<file path="config.mk">
export PLATFORM = sky130hd
export DESIGN_NAME = sha512_msg_feeder
export DESIGN_NICKNAME = d
export VERILOG_FILES = /design/src/rtl/sha512_msg_feeder.sv
export SDC_FILE = /design/constraint.sdc
export NUM_CORES = 2
export LEC_CHECK = 0
export ABC_AREA = 1
export BUFFER_PORTS_ARGS = -buffer_cell sky130_fd_sc_hd__buf_2
export CAP_MARGIN = 20
export CORE_AREA = 2 2 402 404
export CTS_CLUSTER_DIAMETER = 100
export DETAILED_ROUTE_END_ITERATION = 10
export DIE_AREA = 0 0 404 406
export PLACE_DENSITY = 0.58
export SYNTH_ARGS = -nofsm -noshare
export SYNTH_HDL_FRONTEND = slang
export SYNTH_SLANG_ARGS = --single-unit
</file>
<file path="constraint.sdc">
create_clock -name clk -period 6.9 [get_ports clk]
set_input_delay 0.69 -clock clk [delete_from_list [all_inputs] [get_ports clk]]
set_output_delay 0.69 -clock clk [all_outputs]
set_load 0.01 [all_outputs]
</file>
<file path="src/rtl/sha512_msg_feeder.sv">
// sha512_msg_feeder: packs a byte stream into padded 1024-bit SHA-512 blocks and sequences init/next pulses against the core's ready flag
module sha512_msg_feeder #(
    parameter int LEN_W = 16
) (
    input  logic          clk,
    input  logic          reset_n,
    input  logic          start,
    input  logic [7:0]    in_byte,
    input  logic          in_valid,
    input  logic          in_last,
    output logic          in_ready,
    output logic          sha_init,
    output logic          sha_next,
    output logic [1023:0] sha_block,
    input  logic          sha_ready,
    output logic          busy,
    output logic          done,
    output logic          err
);
    typedef enum logic [2:0] {IDLE, FILL, PAD, ISSUE, WAIT, TAIL, DONE} state_t;
    state_t          state_q, state_d;
    logic [1023:0]   blk_q, blk_d;
    logic [7:0]      n_q, n_d;
    logic [LEN_W-1:0] len_q, len_d;
    logic            first_q, first_d, final_q, final_d, tail_q, tail_d;
    logic            pend_q, pend_d, wait1_q, wait1_d, err_q, err_d;
    logic [127:0]    len_field;
    logic [9:0]      pos;
    logic [7:0]      n_inc;
    assign len_field = {{(125-LEN_W){1'b0}}, len_q, 3'b000};
    assign pos       = 10'd1016 - {n_q[6:0], 3'b000};
    assign n_inc     = n_q + 8'd1;
    always_comb begin
        state_d = state_q;
        blk_d   = blk_q;
        n_d     = n_q;
        len_d   = len_q;
        first_d = first_q;
        final_d = final_q;
        tail_d  = tail_q;
        pend_d  = pend_q;
        wait1_d = wait1_q;
        err_d   = err_q;
        case (state_q)
            IDLE: if (start) begin
                blk_d   = '0;
                n_d     = '0;
                len_d   = '0;
                first_d = 1'b1;
                final_d = 1'b0;
                tail_d  = 1'b0;
                pend_d  = 1'b0;
                err_d   = 1'b0;
                state_d = FILL;
            end
            FILL: if (in_valid) begin
                if (&len_q) err_d = 1'b1;
                else begin
                    blk_d[pos +: 8] = in_byte;
                    n_d   = n_inc;
                    len_d = len_q + 1'b1;
                end
                if (!(&len_q) && n_inc[7]) begin
                    pend_d  = in_last;
                    state_d = ISSUE;
                end else if (in_last) state_d = PAD;
            end
            PAD: begin
                blk_d[pos +: 8] = 8'h80;
                if (n_q <= 8'd111) begin
                    blk_d[127:0] = len_field;
                    final_d = 1'b1;
                end else tail_d = 1'b1;
                state_d = ISSUE;
            end
            ISSUE: begin
                first_d = 1'b0;
                wait1_d = 1'b1;
                state_d = WAIT;
            end
            WAIT: if (wait1_q) wait1_d = 1'b0;
            else if (sha_ready) begin
                if (final_q) state_d = DONE;
                else if (tail_q) begin
                    tail_d  = 1'b0;
                    state_d = TAIL;
                end else begin
                    blk_d   = '0;
                    n_d     = '0;
                    pend_d  = 1'b0;
                    state_d = pend_q ? PAD : FILL;
                end
            end
            TAIL: begin
                blk_d   = {896'd0, len_field};
                final_d = 1'b1;
                state_d = ISSUE;
            end
            DONE:    state_d = IDLE;
            default: state_d = IDLE;
        endcase
    end
    always_ff @(posedge clk or negedge reset_n) begin
        if (!reset_n) begin
            state_q <= IDLE;
            blk_q   <= '0;
            n_q     <= '0;
            len_q   <= '0;
            first_q <= 1'b0;
            final_q <= 1'b0;
            tail_q  <= 1'b0;
            pend_q  <= 1'b0;
            wait1_q <= 1'b0;
            err_q   <= 1'b0;
        end else begin
            state_q <= state_d;
            blk_q   <= blk_d;
            n_q     <= n_d;
            len_q   <= len_d;
            first_q <= first_d;
            final_q <= final_d;
            tail_q  <= tail_d;
            pend_q  <= pend_d;
            wait1_q <= wait1_d;
            err_q   <= err_d;
        end
    end
    assign in_ready  = state_q == FILL;
    assign sha_init  = state_q == ISSUE && first_q;
    assign sha_next  = state_q == ISSUE && !first_q;
    assign sha_block = blk_q;
    assign busy      = state_q != IDLE;
    assign done      = state_q == DONE;
    assign err       = err_q;
endmodule

</file>
==> reports/metrics.yaml <==
port_buffers: 1043
cp-end-kind: "flip-flop"
ir_worst_vdd_mv: 0.659
ant_nets: 0
critPathMaxStageDelay_ns: 0.81
yosys_most_used_dff: "dfrtp_1"
p_leak_nw: 33.2
critPathKind: "reg -> reg"
h-tree-depth: 3
dp_hpwl_um: 192000
critPathSlowestCell: "nor2_1"
grt_max_degree: 198
finalSetupTns_ns: 0
power_w: 0.0207
regToRegStartpoint: "n_q[0]$_DFFE_PN0P_"
r2r-end: "sha_block[705]$_DFFE_PN0P_"
worstMarginPinSlew_ns: 1.39
final_hold_viol_count: 0
timing.final.setup_violations: 0
synth_top_area_cell: "dfrtp_1"
synth_most_common_cell: "nor2_1"
drive_gt1_frac: 0.196
synth-edff-count: 0
syn_avg_cell_area_um2: 7.60
yosysWarningCount: 0
grtUsageTotal: 0.308
rows: 147
synth_seq_cells: 1057
path_delay_family: "simple AND/OR/NAND/NOR gates"
vias: 49490
cts_sinks: 1057
antenna_found_initial: 7
drt_first_pass_iters: 7
drv_slew: 0
period_share: 0.625
fp.dieW_um: 404
drv_cap: 0
worstPathCellList: "ha_1, nand2_1, nor2_1, nand2_1, nand2_4, clkinv_2, nor2_1, buf_4, nand2_1, nor2_1, nand2_1, o21ai_0, nor2_1"
rsz0062_at_grt: "no"
yosysSeqAreaShare: 0.532
grt_pass1_wl_um: 361000
hold_path_end: "pend_q$_DFFE_PN0P_"
first_global_vias: 47728
drtIter0Drc: 4874
hold_path.class: "in -> reg"
path_max_fanout: 29
reg2reg_depth: 13
start_util: 0.311
crit_required_ns: 7.52
syn_inst: 6537
design.core.area_um2: 160000
ys_types: 36
placed_area_um2: 57100
run_status: "complete, no violations"
relSlewSlack: 0.0728
finalClockSkew_ns: 0.0438
grt_overflow: 0
arrival_ns: 4.93
power-per-cell-area_nw_per_um2: 337
crit_buf_inv: 2
cts-root-buf: "clkbuf_16"
via_per_inst: 5.12
netlist_top_cells_area: "dfrtp_1 53%, nor2_1 12%, nand2_1 11%, o21ai_0 6.8%, inv_1 3.8%"
synth.top_cell.area_share: 0.532
crit_path_start_kind: "flip-flop"
rrSetupSlack_ns: 2.59
fmax_mhz: 232
die_y_um: 406
cts_made_buffers: 120
tritoncts: "done"
synth_common_cells: "1613 x nor2_1, 1491 x nand2_1, 1057 x dfrtp_1"
min_from: "in_last"
io_pins: 1044
avgRoutedWirePerCell_um: 26.9
async_flop_share: 1.00
gp_congestion: 0.932
drt-total-wl_um: 260000
syn_area_um2: 49700
final_area_um2: 61400
die-area_um2: 164000
clockBufferDepth: 3
final_nets: 7492
area_growth_syn_to_layout_pct: 23.6
clk_pin_slew_ns: 0.06
clock_latency_ns: 0.78
min_path_cells: 3
synth_nets: 6556
fin_crit_ns: 4.31
drc: 0
==> power by group <==
group / switching, W / leakage (nW) / internal (W)
Sequential: 0.0000469 / 14.8 / 0.00625
Clock: 0.00286 / 2.11 / 0.00410
Combinational: 0.00624 / 16.4 / 0.00118
Total: 0.00915 / 33.2 / 0.0115
==> tightest hold or removal path, delay by kind of cell <==
| kind | cells | cell delay [ns] |
|---|---|---|
| AND/OR/NAND/NOR | 2 | 0.14 |
| buffers and inverters | 1 | 0.13 |
==> state kept, by name, indices dropped and copies added (netlist names) <==
signal and flops:
tail_q 1, sha_block 1024, final_q 1, wait1_q 1
len_q 16, pend_q 1, first_q 1, n_q 8
state_q 3, err 1
==> layer usage <==
metal  track usage  share of wire
met5             0        0.00019
met4         0.160          0.059
met3        0.0868          0.093
met2         0.494           0.46
met1         0.377           0.39
==> timing repair <==
item / 4_1_cts / 5_1_grt
buffers inserted: 0 / 0
gates resized for setup: 0 / 0
hold endpoints to repair: 1 / 0
hold buffers: 1 / 0
==> final cells by class <==
type	instances	area, µm²
clock inverter	46	711
tap	2086	2610
clock buffer	174	3560
fill	16802	98200
inverter	526	2000
multi-input combinational	4618	19900
sequential	1057	26500
antenna	1	2.50
timing repair buffer	1150	6230
==> through the flow <==
stage / setup slack [ns] / cells / hold slack, ns / utilization
5_1_grt: 2.35 / 9657 / 0.223 / 0.385
6_report: 2.59 / 9658 / 0.244 / 0.385
3_5_place_dp: 2.64 / 9431 / 0.458 / 0.357
2_1_floorplan: 4.39 / 6537 / 0.394 / -
4_1_cts: 2.60 / 9652 / 0.170 / 0.384
3_3_place_gp: 2.42 / 9424 / 0.455 / 0.357
==> placed cells by master, fill, tap and decap left out, types with 5 or more instances in the layout <==
cell	netlist	routed
buf_4	24	85
nand3_1	277	277
clkinv_2	0	22
o21ai_1	32	32
or2_2	6	6
a21oi_2	13	13
clkbuf_16	0	122
nand2_4	0	8
buf_12	0	12
inv_6	0	5
inv_2	14	13
bufinv_16	0	14
nor3_1	108	108
a21oi_1	209	209
clkbuf_1	111	21
nand3b_1	9	9
dfrtp_1	1057	1057
buf_2	163	1046
inv_1	508	506
clkbuf_8	0	32
nand2_1	1491	1483
nor2_2	40	46
nor2_1	1613	1602
nand4_1	58	58
nand2_2	11	11
o21ai_0	679	679
nor2_4	18	23
nor4_1	20	18
o22ai_1	9	9
ha_1	5	5
==> how the worst max path moves through the flow <==
stage	from	end	slack [ns]	cells past startpoint
CTS	n_q[0]$_DFFE_PN0P_	sha_block[705]$_DFFE_PN0P_	2.60	13
global placement	n_q[0]$_DFFE_PN0P_	sha_block[935]$_DFFE_PN0P_	2.42	11
floorplan	n_q[0]$_DFFE_PN0P_	sha_block[34]$_DFFE_PN0P_	4.39	15
global route	n_q[0]$_DFFE_PN0P_	sha_block[707]$_DFFE_PN0P_	2.35	13
detailed placement	n_q[0]$_DFFE_PN0P_	sha_block[705]$_DFFE_PN0P_	2.64	13
finish	n_q[0]$_DFFE_PN0P_	sha_block[705]$_DFFE_PN0P_	2.59	13
==> cells by family after synthesis <==
group	after synthesis	share of synthesized area
AO/OA/AOI/OAI	950	0.0972
XOR/XNOR	4	0.000705
adder cells (fa/ha/maj)	5	0.00126
buffers and inverters	862	0.0715
flip-flops	1057	0.532
AND/OR/NAND/NOR	3659	0.297
Note: power is estimated with default switching activity, not from simulation.
